`src/rtl/sky130_fd_io__xres_seq_ctrl.sv`:
```
// XRES pad power sequencer: orders ENABLE_VDDIO/ENABLE_H, latches pad modes while OFF,
// and turns the pad reset level into a filtered, stretched system reset.
module sky130_fd_io__xres_seq_ctrl #(
   parameter int unsigned SEQ_GAP        = 4,
   parameter int unsigned FILT_CYCLES    = 16,
   parameter int unsigned STRETCH_CYCLES = 64
) (
   input  logic CLK,
   input  logic RESET_B,
   input  logic REQ_ON,
   input  logic VCCHIB_MODE,
   input  logic USE_FILT,
   input  logic XRES_H_N,
   output logic ENABLE_VDDIO,
   output logic ENABLE_H,
   output logic EN_VDDIO_SIG_H,
   output logic INP_SEL_H,
   output logic DISABLE_PULLUP_H,
   output logic READY,
   output logic SYS_RST_N,
   output logic GLITCH
);

   localparam logic [7:0]  GapLoad     = 8'(SEQ_GAP);
   localparam logic [7:0]  FiltLast    = 8'(FILT_CYCLES - 1);
   localparam logic [15:0] StretchLoad = 16'(STRETCH_CYCLES);

   typedef enum logic [1:0] {StOff, StVddioUp, StActive, StHDown} state_e;

   state_e      state;
   logic [7:0]  gap_cnt;
   logic        sync1, sync2, filt;
   logic [7:0]  fcnt;
   logic [15:0] stretch;
   logic        run, mismatch, accept;

   always_ff @(posedge CLK) begin
      if (!RESET_B) begin
         state            <= StOff;
         gap_cnt          <= 8'd0;
         ENABLE_VDDIO     <= 1'b0;
         ENABLE_H         <= 1'b0;
         EN_VDDIO_SIG_H   <= 1'b1;
         INP_SEL_H        <= 1'b0;
         DISABLE_PULLUP_H <= 1'b0;
         READY            <= 1'b0;
      end else begin
         unique case (state)
            StOff: begin
               EN_VDDIO_SIG_H <= !VCCHIB_MODE;
               INP_SEL_H      <= USE_FILT;
               if (REQ_ON) begin
                  state            <= StVddioUp;
                  gap_cnt          <= GapLoad;
                  ENABLE_VDDIO     <= 1'b1;
                  DISABLE_PULLUP_H <= 1'b1;
               end
            end
            StVddioUp: begin
               if (!REQ_ON) begin
                  state   <= StHDown;
                  gap_cnt <= GapLoad;
               end else if (gap_cnt == 8'd0) begin
                  state            <= StActive;
                  ENABLE_H         <= 1'b1;
                  READY            <= 1'b1;
                  DISABLE_PULLUP_H <= 1'b0;
               end else begin
                  gap_cnt <= gap_cnt - 8'd1;
               end
            end
            StActive: begin
               if (!REQ_ON) begin
                  state            <= StHDown;
                  gap_cnt          <= GapLoad;
                  ENABLE_H         <= 1'b0;
                  READY            <= 1'b0;
                  DISABLE_PULLUP_H <= 1'b1;
               end
            end
            StHDown: begin
               // REQ_ON is deliberately ignored here; a new power-up starts from OFF
               if (gap_cnt == 8'd0) begin
                  state            <= StOff;
                  ENABLE_VDDIO     <= 1'b0;
                  DISABLE_PULLUP_H <= 1'b0;
               end else begin
                  gap_cnt <= gap_cnt - 8'd1;
               end
            end
            default: state <= StOff;
         endcase
      end
   end

   // Filter only runs while staying in ACTIVE, so leaving ACTIVE clears it on the same edge
   assign run      = (state == StActive) && REQ_ON;
   assign mismatch = sync2 != filt;
   assign accept   = mismatch && (fcnt == FiltLast);

   always_ff @(posedge CLK) begin
      if (!RESET_B || !run) begin
         sync1     <= 1'b0;
         sync2     <= 1'b0;
         filt      <= 1'b0;
         fcnt      <= 8'd0;
         stretch   <= 16'd0;
         SYS_RST_N <= 1'b0;
         GLITCH    <= 1'b0;
      end else begin
         sync1  <= XRES_H_N;
         sync2  <= sync1;
         GLITCH <= 1'b0;
         if (accept) begin
            filt      <= sync2;
            fcnt      <= 8'd0;
            stretch   <= sync2 ? StretchLoad : 16'd0;
            SYS_RST_N <= 1'b0;
         end else begin
            if (mismatch) begin
               fcnt <= fcnt + 8'd1;
            end else if (fcnt != 8'd0) begin
               fcnt   <= 8'd0;
               GLITCH <= 1'b1;
            end
            if (stretch != 16'd0) begin
               stretch <= stretch - 16'd1;
               if (stretch == 16'd1) SYS_RST_N <= 1'b1;
            end
         end
      end
   end

endmodule

```
`config.mk`:
```
export PLATFORM = sky130hd
export DESIGN_NAME = sky130_fd_io__xres_seq_ctrl
export DESIGN_NICKNAME = d
export VERILOG_FILES = /design/src/rtl/sky130_fd_io__xres_seq_ctrl.sv
export SDC_FILE = /design/constraint.sdc
export NUM_CORES = 1
export LEC_CHECK = 0
export BUFFER_PORTS_ARGS = -buffer_cell sky130_fd_sc_hd__buf_2
export CORE_MARGIN = 8
export CORE_UTILIZATION = 41
export DETAILED_ROUTE_END_ITERATION = 6
export PLACE_DENSITY = 0.61
export SYNTH_ARGS = -nofsm -noshare
export SYNTH_HDL_FRONTEND = slang
export SYNTH_SLANG_ARGS = --single-unit
```
`constraint.sdc`:
```
create_clock -name CLK -period 6.2 [get_ports CLK]
set_clock_uncertainty 0.2 [all_clocks]
set_input_delay 0.31 -clock CLK [delete_from_list [all_inputs] [get_ports CLK]]
set_output_delay 0.31 -clock CLK [all_outputs]
set_load 0.01 [all_outputs]
```
==> impl_metrics.env, run 1 <==
export IMPL_fin_crit_sh_pct=42.58
export IMPL_grt_overflow_total=0
export IMPL_fin_nets=284
export IMPL_cts_buffers=5
export IMPL_post_synth_cell_area_avg_um2=8.438
export IMPL_criticalPathCategory="reg -> reg"
export IMPL_hp_class="in -> reg"
export IMPL_path_max_fanout=7
export IMPL_post_route_util_pct=46.62
export IMPL_dp_cells=331
export IMPL_synth_nets=270
export IMPL_async_flop_share_pct=0
export IMPL_tightest_slew_ps=946.4
export IMPL_cts_hold_buf=0
export IMPL_yosysSeqAreaShare_pct=41.10
export IMPL_whs_ps=24.85
export IMPL_die_area_um2=7797
export IMPL_grt_total_usage_pct=11.43
export IMPL_dr_pass1_iters=4
export IMPL_viasPerCell=5.192
export IMPL_p_leak_nw=0.8657
export IMPL_grt_pass1_vias=1554
export IMPL_drive_above_1_share_pct=10.07
export IMPL_fin_area_um2=2366
export IMPL_switching_power_uw=234.5
export IMPL_htreeDepth=2
export IMPL_yosysWarnings=0
export IMPL_rows=26
export IMPL_synthesis_area_um2=2143
export IMPL_cp_arrival_ps=2630
export IMPL_finalCriticalPeriod_ps=2640
export IMPL_post_dp_hpwl_um=3022
export IMPL_cts_buffer_depth=2
export IMPL_cp_required_ps=6190
export IMPL_drt_initial_drc_count=77
export IMPL_clkPwrFrac_pct=27.1
export IMPL_relSlewSlack_pct=36.02
export IMPL_startpoint="gap_cnt[0]$_SDFFE_PN0P_"
export IMPL_vias=1755
export IMPL_clockRootBuffer="clkbuf_8"
export IMPL_cts_tree="yes"
export IMPL_area_growth_pct=10.39
export IMPL_clkTransAtPathRegs_ps=80
export IMPL_crit_path_end="state[0]$_SDFFE_PN0P_"
export IMPL_r2r_end="state[0]$_SDFFE_PN0P_"
export IMPL_wl_per_cell_um=12.46
export IMPL_placed_area_um2=2270
export IMPL_routed_wl_um=4210
export IMPL_p_int_uw=473.6
export IMPL_wl_met3_um=185
export IMPL_power_density_nw_per_um2=299.2
export IMPL_topRoutingLayerUsed="met4"
export IMPL_comb_power_share_pct=26.9
export IMPL_pwr_share_seq_pct=45.9
export IMPL_chipHeight_um=88.30
export IMPL_gp_congestion=0.9258
export IMPL_endpoint_kind="register"
export IMPL_swShare_pct=33.12
export IMPL_wl_met2_um=1749
export IMPL_syn_inst=254
export IMPL_maxSlewViolCount=0
export IMPL_drc=0
export IMPL_antenna_cells=0
export IMPL_ys_ff_latch=44
export IMPL_rsz0062_at_grt="false"
export IMPL_dieWidth_um=88.30
export IMPL_worst_slack_ps=3560
export IMPL_power_total_uw=708.0
export IMPL_post_cts_buffers=0
export IMPL_ys_types=41
export IMPL_cts_resized=0
export IMPL_io_pins=14
export IMPL_rr_startpoint="gap_cnt[0]$_SDFFE_PN0P_"
export IMPL_clock_latency_ps=290
export IMPL_grt_max_degree=24
export IMPL_coreArea_um2=5075
export IMPL_max_freq_mhz=378.8
export IMPL_maxCapViolCount=0
export IMPL_port_buffers=13
export IMPL_finalNonFillerCells=338
export IMPL_place_ws_ps=3613
export IMPL_synth_edf_count=0
export IMPL_worst_setup_path_start_kind="register"
export IMPL_grt_first_pass_wirelength_um=7182
export IMPL_hold_violations=0
export IMPL_rrSetupSlack_ps=3560
export IMPL_ir_worst_vdd_mv=0.2016
export IMPL_antenna_found_initial=0
export IMPL_antenna_left=0
export IMPL_cts_sinks=44
export IMPL_min_from="XRES_H_N"
export IMPL_setup_viol=0
export IMPL_setup_tns_ps=0
export IMPL_initial_core_util_pct=42.23
export IMPL_status="finished, final reports clean"
export IMPL_ys_flop_type="dfxtp_1"
export IMPL_wl_met1_um=2196
export IMPL_rr_worst_depth=7
[layer usage]
metal,track usage (%),up-vias
met5,0,-
li1,-,927
met1,15.52,786
met4,5.376,0
met2,16.29,33
met3,2.971,9
[kinds of logic after synthesis]
kind of cell | Yosys count | share of synthesized area (%)
simple gates | 118 | 28.78
flops | 44 | 41.10
compound gates | 41 | 11.56
xor+xnor | 19 | 7.764
buf+inv | 19 | 3.502
fa+ha+maj | 10 | 5.838
mux | 3 | 1.459
[cell usage in the layout, fill, tap and decap left out, types with 2 or more instances in the layout]
master,instances
inv_1,12
clkbuf_8,7
and2_1,4
dfxtp_1,44
xor2_1,14
a31oi_1,4
nor4_1,3
nor3_1,12
buf_2,13
xnor2_1,5
nand3b_1,2
o211ai_1,2
nand4_1,9
o22ai_1,2
ha_1,10
o21ai_0,5
nand2b_1,2
nor2_1,33
mux2i_1,2
a211oi_1,2
or3_1,2
nand2_1,19
nand4b_1,2
or4_1,3
a21oi_1,18
nand3_1,17
nor4b_1,4
o31ai_1,4
[final cells by class]
cell class	instances	area, µm²
Timing Repair Buffer	13	65.06
Fill cell	515	2709
Clock buffer	7	96.34
Multi-Input combinational cell	191	1187
Sequential cell	44	880.8
Tap cell	70	87.58
Inverter	13	48.80
[worst max-delay path, stage by stage, from the launching register on]
cell and delay [ps]:
dfxtp_1 330, inv_1 100, ha_1 210, nor4b_1 780, a21oi_1 220, nor2_1 310
a31oi_1 130, o221a_2 260
[synthesized netlist by cell type, types with 2 or more instances]
cell type	count	share of area, %
o211ai_1	2	0.70
nor3_1	12	2.8
o22ai_1	2	0.58
dfxtp_1	44	41
clkbuf_1	4	0.70
nand4_1	9	2.6
or3_1	2	0.58
nand2b_1	2	0.58
nand4b_1	2	0.82
o31ai_1	4	1.4
o21ai_0	5	1.2
nand3_1	17	4.0
xor2_1	14	5.7
nor2_1	33	5.8
and2_1	4	1.2
a21oi_1	18	4.2
ha_1	10	5.8
xnor2_1	5	2.0
nand3b_1	2	0.70
nor4b_1	4	1.6
nor4_1	3	0.88
nand2_1	19	3.3
mux2i_1	2	0.93
a211oi_1	2	0.70
inv_1	12	2.1
or4_1	3	1.1
a31oi_1	4	1.2
[power by group through the flow]
stage / clock [mW] / sequential (mW) / combinational [mW]
final: 0.192 / 0.325 / 0.191
after global routing: 0.211 / 0.329 / 0.218
after CTS: 0.198 / 0.325 / 0.190
after detailed placement: 0 / 0.331 / 0.190
after global placement: 0 / 0.331 / 0.189
after floorplan: 0 / 0.331 / 0.142
[state kept, by name, summed over array words and instances, names as in the netlist]
register,flops
INP_SEL_H,1
state,2
sync2,1
stretch,16
READY,1
gap_cnt,8
DISABLE_PULLUP_H,1
SYS_RST_N,1
filt,1
sync1,1
GLITCH,1
fcnt,8
EN_VDDIO_SIG_H,1
ENABLE_VDDIO,1
[how the worst min path moves through the flow]
| stage | depth (start not counted) | to |
|---|---|---|
| 4_1_cts | 2 | sync1$_SDFF_PP0_ |
| 6_report | 2 | sync1$_SDFF_PP0_ |
| 2_1_floorplan | 1 | sync2$_SDFF_PP0_ |
| 5_1_grt | 2 | sync1$_SDFF_PP0_ |
| 3_5_place_dp | 1 | sync2$_SDFF_PP0_ |
| 3_3_place_gp | 1 | sync2$_SDFF_PP0_ |
No activity file was read; power rests on OpenSTA's default activity.
==> run 2: changes to the inputs <==
- clock period: 6.2 -> 2.5 ns (I/O delays scaled with it)
==> run 2 against run 1 <==
Total power grew to 2.7 times the previous value. Final area is 5.8% higher. Setup slack worse by 3300 ps. Worst hold slack worse by 5.5 ps. First-iteration DRC count is 9.1% higher. Global-route usage is 0.54 points higher.
==> impl_metrics.env, run 2 (same netlist as run 1, synthesis figures left out) <==
export IMPL_maxSlewViolCount=0
export IMPL_post_dp_hpwl_um=2974
export IMPL_gp_congestion=0.8567
export IMPL_cp_arrival_ps=2260
export IMPL_cts_sinks=44
export IMPL_critPathSlowestCell="or4_1"
export IMPL_rr_worst_depth=7
export IMPL_slowest_delay_ps=460
export IMPL_status="finished, final reports clean"
export IMPL_whs_path_depth=2
export IMPL_dp_cells=340
export IMPL_finalNonFillerCells=352
export IMPL_antenna_found_initial=0
export IMPL_setup_tns_ps=0
export IMPL_grt_overflow_total=0
export IMPL_vias=1813
export IMPL_path_max_fanout=6
export IMPL_clockRootBuffer="clkbuf_8"
export IMPL_rows=26
export IMPL_reg_top3="stretch (16), fcnt (8), gap_cnt (8)"
export IMPL_cts_buffers=5
export IMPL_die_area_um2=7797
export IMPL_clock_latency_ps=290
export IMPL_hold_path_endpoint="state[0]$_SDFFE_PN0P_"
export IMPL_pwr_share_seq_pct=41.9
export IMPL_comb_power_share_pct=27.4
export IMPL_setup_viol=0
export IMPL_swShare_pct=31.09
export IMPL_chipHeight_um=88.30
export IMPL_placed_area_um2=2337
export IMPL_viasPerCell=5.151
export IMPL_fin_nets=297
export IMPL_cp_top_family="simple AND/OR/NAND/NOR gates"
export IMPL_drt_initial_drc_count=84
export IMPL_switching_power_uw=598.2
export IMPL_finalCriticalPeriod_ps=2233
export IMPL_criticalPathCategory="reg -> reg"
export IMPL_path_cells="inv_1 > ha_1 > mux2_2 > nor2_1 > nand2_1 > or4_1 > a21oi_1"
export IMPL_power_density_nw_per_um2=768.6
export IMPL_drc=0
export IMPL_post_cts_buffers=0
export IMPL_hold_violations=0
export IMPL_antenna_cells=0
export IMPL_antenna_left=0
export IMPL_cts_buffer_depth=2
export IMPL_io_pins=14
export IMPL_grt_pass1_vias=1690
export IMPL_htreeDepth=2
export IMPL_cts_hold_buf=4
export IMPL_p_int_mw=1.326
export IMPL_rsz0062_at_grt="false"
export IMPL_fin_area_um2=2504
export IMPL_cts_resized=0
export IMPL_largest_reg_flops=16
export IMPL_routed_wl_um=4247
export IMPL_relSlewSlack_pct=61.17
export IMPL_coreArea_um2=5075
export IMPL_final_cell_mix="dfxtp_1, nor2_1, nand2_1"
export IMPL_cp_required_ps=2530
export IMPL_worst_path_buf_inv=1
export IMPL_hp_class="in -> reg"
export IMPL_rrSetupSlack_ps=270
export IMPL_worst_setup_path_start_kind="register"
export IMPL_endpoint_kind="register"
export IMPL_rr_startpoint="state[0]$_SDFFE_PN0P_"
export IMPL_tightest_slew_ps=577.1
export IMPL_grt_first_pass_wirelength_um=7514
export IMPL_cts_tree="yes"
export IMPL_clkPwrFrac_pct=30.7
export IMPL_initial_core_util_pct=42.23
export IMPL_maxCapViolCount=0
export IMPL_max_freq_mhz=447.9
export IMPL_grt_max_degree=24
export IMPL_ir_worst_vdd_mv=0.6516
export IMPL_r2r_end="gap_cnt[7]$_SDFFE_PN0P_"
export IMPL_grt_total_usage_pct=11.97
export IMPL_wl_per_cell_um=12.07
export IMPL_dieWidth_um=88.30
export IMPL_final_common_cell="dfxtp_1"
export IMPL_clkTransAtPathRegs_ps=80
export IMPL_regMostFlops="stretch"
export IMPL_fin_crit_sh_pct=89.31
export IMPL_drive_above_1_share_pct=13.12
export IMPL_p_leak_nw=0.9360
export IMPL_min_from="RESET_B"
export IMPL_port_buffers=13
export IMPL_dr_pass1_iters=4
export IMPL_area_growth_pct=16.81
[run 2: stage by stage]
step | util (%) | setup slack, ps | total power [mW] | hold slack, ps
global route | 49.33 | 104.2 | 2.062 | 34.75
global placement | 46.06 | 311.2 | 1.329 | 141.9
finish | 49.33 | 267.4 | 1.924 | 19.31
floorplan | - | 210.2 | 1.173 | 46.71
CTS | 49.33 | 260.2 | 1.944 | 6.542
detailed placement | 46.06 | 284.4 | 1.331 | 145.4
[run 2: final cells by class]
cell class,count,area (µm²)
Fill cell,525,2571
Inverter,13,48.80
Timing Repair Buffer,26,172.7
Clock buffer,7,96.34
Sequential cell,44,880.8
Multi-Input combinational cell,191,1187
Tap cell,70,87.58
Clock inverter,1,30.03
[run 2: power by group through the flow]
stage / Sequential [mW] / Clock, mW / Combinational, mW
final: 0.806 / 0.590 / 0.528
after global placement: 0.821 / 0 / 0.508
after floorplan: 0.821 / 0 / 0.351
after detailed placement: 0.820 / 0 / 0.511
after CTS: 0.806 / 0.613 / 0.525
after global routing: 0.815 / 0.645 / 0.603
[run 2: worst max-delay path by stage]
stage	start	end	slack [ps]	cells past startpoint
2_1_floorplan	gap_cnt[0]$_SDFFE_PN0P_	state[0]$_SDFFE_PN0P_	210	7
3_3_place_gp	state[0]$_SDFFE_PN0P_	gap_cnt[7]$_SDFFE_PN0P_	310	7
3_5_place_dp	state[0]$_SDFFE_PN0P_	gap_cnt[7]$_SDFFE_PN0P_	280	7
4_1_cts	state[0]$_SDFFE_PN0P_	gap_cnt[7]$_SDFFE_PN0P_	260	7
5_1_grt	state[0]$_SDFFE_PN0P_	gap_cnt[7]$_SDFFE_PN0P_	100	7
6_report	state[0]$_SDFFE_PN0P_	gap_cnt[7]$_SDFFE_PN0P_	270	7
[run 2: per-layer routing]
metal | global-route usage [%] | part of all wire (%)
met1 | 15.28 | 52
met2 | 18.74 | 43
met3 | 3.343 | 3.6
met4 | 4.147 | 1.2
met5 | 0 | 0
==> run 3: changes to the inputs <==
- CTS_BUF_LIST: not set -> sky130_fd_sc_hd__clkbuf_4
- HOLD_SLACK_MARGIN: not set -> 0.06
==> run 3 against run 2 <==
Setup slack got worse by 6.5 ps. Clock-buffer cell count fell by 2. Total power shrank 8.0%. Non-clock buffer count up 2. Largest power group unchanged. Highest routed layer unchanged.
==> impl_metrics.env, run 3 (same netlist as run 1, synthesis figures left out) <==
export IMPL_swShare_pct=33.32
export IMPL_cp_arrival_ps=2350
export IMPL_antenna_cells=0
export IMPL_area_growth_pct=15.35
export IMPL_reg_top3="stretch (16), fcnt (8), gap_cnt (8)"
export IMPL_fin_nets=299
export IMPL_worst_setup_path_start_kind="register"
export IMPL_power_density_nw_per_um2=715.9
export IMPL_port_buffers=13
export IMPL_comb_power_share_pct=29.8
export IMPL_gp_congestion=0.8567
export IMPL_post_dp_hpwl_um=2974
export IMPL_maxCapViolCount=0
export IMPL_clkTransAtPathRegs_ps=130
export IMPL_htreeDepth=2
export IMPL_rsz0062_at_grt="false"
export IMPL_post_route_util_pct=48.72
export IMPL_dieWidth_um=88.30
export IMPL_fin_crit_sh_pct=89.57
export IMPL_grt_total_usage_pct=12.10
export IMPL_max_freq_mhz=446.6
export IMPL_cts_sinks=44
export IMPL_grt_first_pass_wirelength_um=7493
export IMPL_grt_max_degree=24
export IMPL_clock_latency_ps=360
export IMPL_switching_power_uw=589.8
export IMPL_grt_overflow_total=0
export IMPL_initial_core_util_pct=42.23
export IMPL_slowest_delay_ps=470
export IMPL_viasPerCell=5.138
export IMPL_fill_cells=530
export IMPL_p_leak_nw=0.9202
export IMPL_cts_tree="yes"
export IMPL_cts_resized=0
export IMPL_ir_worst_vdd_mv=0.6461
export IMPL_cp_required_ps=2610
export IMPL_final_cell_mix="dfxtp_1, nor2_1, nand2_1"
export IMPL_final_seq_area_um2=880.8
export IMPL_setup_viol=0
export IMPL_largest_reg_flops=16
export IMPL_antenna_found_initial=0
export IMPL_finalCriticalPeriod_ps=2239
export IMPL_path_max_fanout=6
export IMPL_dp_cells=340
export IMPL_cts_buffers=5
export IMPL_tightest_slew_ps=568.7
export IMPL_coreArea_um2=5075
export IMPL_antenna_left=0
export IMPL_wl_per_cell_um=12.02
export IMPL_final_common_cell="dfxtp_1"
export IMPL_finalNonFillerCells=354
export IMPL_pwr_share_seq_pct=45.5
export IMPL_critPathSlowestCell="or4_1"
export IMPL_maxSlewViolCount=0
export IMPL_clkPwrFrac_pct=24.7
export IMPL_vias=1819
export IMPL_grt_pass1_vias=1687
export IMPL_hold_violations=0
export IMPL_io_pins=14
export IMPL_drc=0
export IMPL_relSlewSlack_pct=61.74
export IMPL_multi_input_area_um2=1187
export IMPL_worst_path_buf_inv=1
export IMPL_rows=26
export IMPL_dr_pass1_iters=4
export IMPL_endpoint_kind="register"
export IMPL_path_cells="inv_1 > ha_1 > mux2_2 > nor2_1 > nand2_1 > or4_1 > a21oi_1"
export IMPL_status="finished, final reports clean"
export IMPL_setup_tns_ps=0
export IMPL_cts_buffer_depth=2
export IMPL_routed_wl_um=4254
export IMPL_drive_above_1_share_pct=12.32
export IMPL_die_area_um2=7797
export IMPL_hp_class="reg -> reg"
export IMPL_regMostFlops="stretch"
export IMPL_cp_top_family="simple AND/OR/NAND/NOR gates"
export IMPL_criticalPathCategory="reg -> reg"
export IMPL_p_int_mw=1.180
export IMPL_chipHeight_um=88.30
export IMPL_clockRootBuffer="clkbuf_4"
export IMPL_drt_initial_drc_count=70
run 3: area by class of cell:
cell class	instances	share of cell area, %
Clock buffer	5	1.518
Timing Repair Buffer	28	7.794
Inverter	13	1.974
Clock inverter	3	1.518
Multi-Input combinational cell	191	48.03
Tap cell	70	3.543
Sequential cell	44	35.63
run 3: timing repair:
| action | CTS | global route |
|---|---|---|
| setup endpoints to repair | 0 | 0 |
| hold buffers | 6 | 0 |
| setup buffers | 0 | 0 |
| endpoints found under the hold margin | 15 | 0 |
run 3: worst register-to-register path: stages (launching register included):
cell,delay [ps]
dfxtp_1,440
inv_1,90
ha_1,280
mux2_2,300
nor2_1,200
nand2_1,70
or4_1,470
a21oi_1,140
run 3: path summary, 6_finish.rpt:
path	to	slack (ps)	cells past startpoint	from
max	gap_cnt[7]$_SDFFE_PN0P_	260	7	state[0]$_SDFFE_PN0P_
min	sync2$_SDFF_PP0_	240	1	sync1$_SDFF_PP0_
max reg2reg	gap_cnt[7]$_SDFFE_PN0P_	260	7	state[0]$_SDFFE_PN0P_
min reg2reg	sync2$_SDFF_PP0_	240	1	sync1$_SDFF_PP0_
run 3: per-stage QoR:
| step | total power [mW] | hold slack [ps] | cell area, µm² | setup WS [ps] |
|---|---|---|---|---|
| 6_report | 1.770 | 240.2 | 2472 | 260.9 |
| 5_1_grt | 1.905 | 244.6 | 2472 | 104.5 |
| 4_1_cts | 1.787 | 242.8 | 2472 | 262.0 |
| 3_5_place_dp | 1.331 | 145.4 | 2337 | 284.4 |
| 3_3_place_gp | 1.329 | 141.9 | 2337 | 311.2 |
| 2_1_floorplan | 1.173 | 46.71 | 2143 | 210.2 |
run 3: power groups by stage:
stage                     logic [mW]  registers [mW]  clock network, mW
final                          0.527           0.806              0.437
after global routing           0.605           0.814              0.486
after CTS                      0.526           0.805              0.455
after detailed placement       0.511           0.820                  0
after global placement         0.508           0.821                  0
after floorplan                0.351           0.821                  0
run 3: routing by layer:
metal  GRT usage (%)  up-vias  wire (µm)  part of all wire, %
met5               0        -          0                    0
met4           4.147        0         57                  1.3
met3           4.457        7        179                  4.2
met2           18.47       28       1799                   42
met1           15.23      825       2216                   52
li1                -      959          -                    -
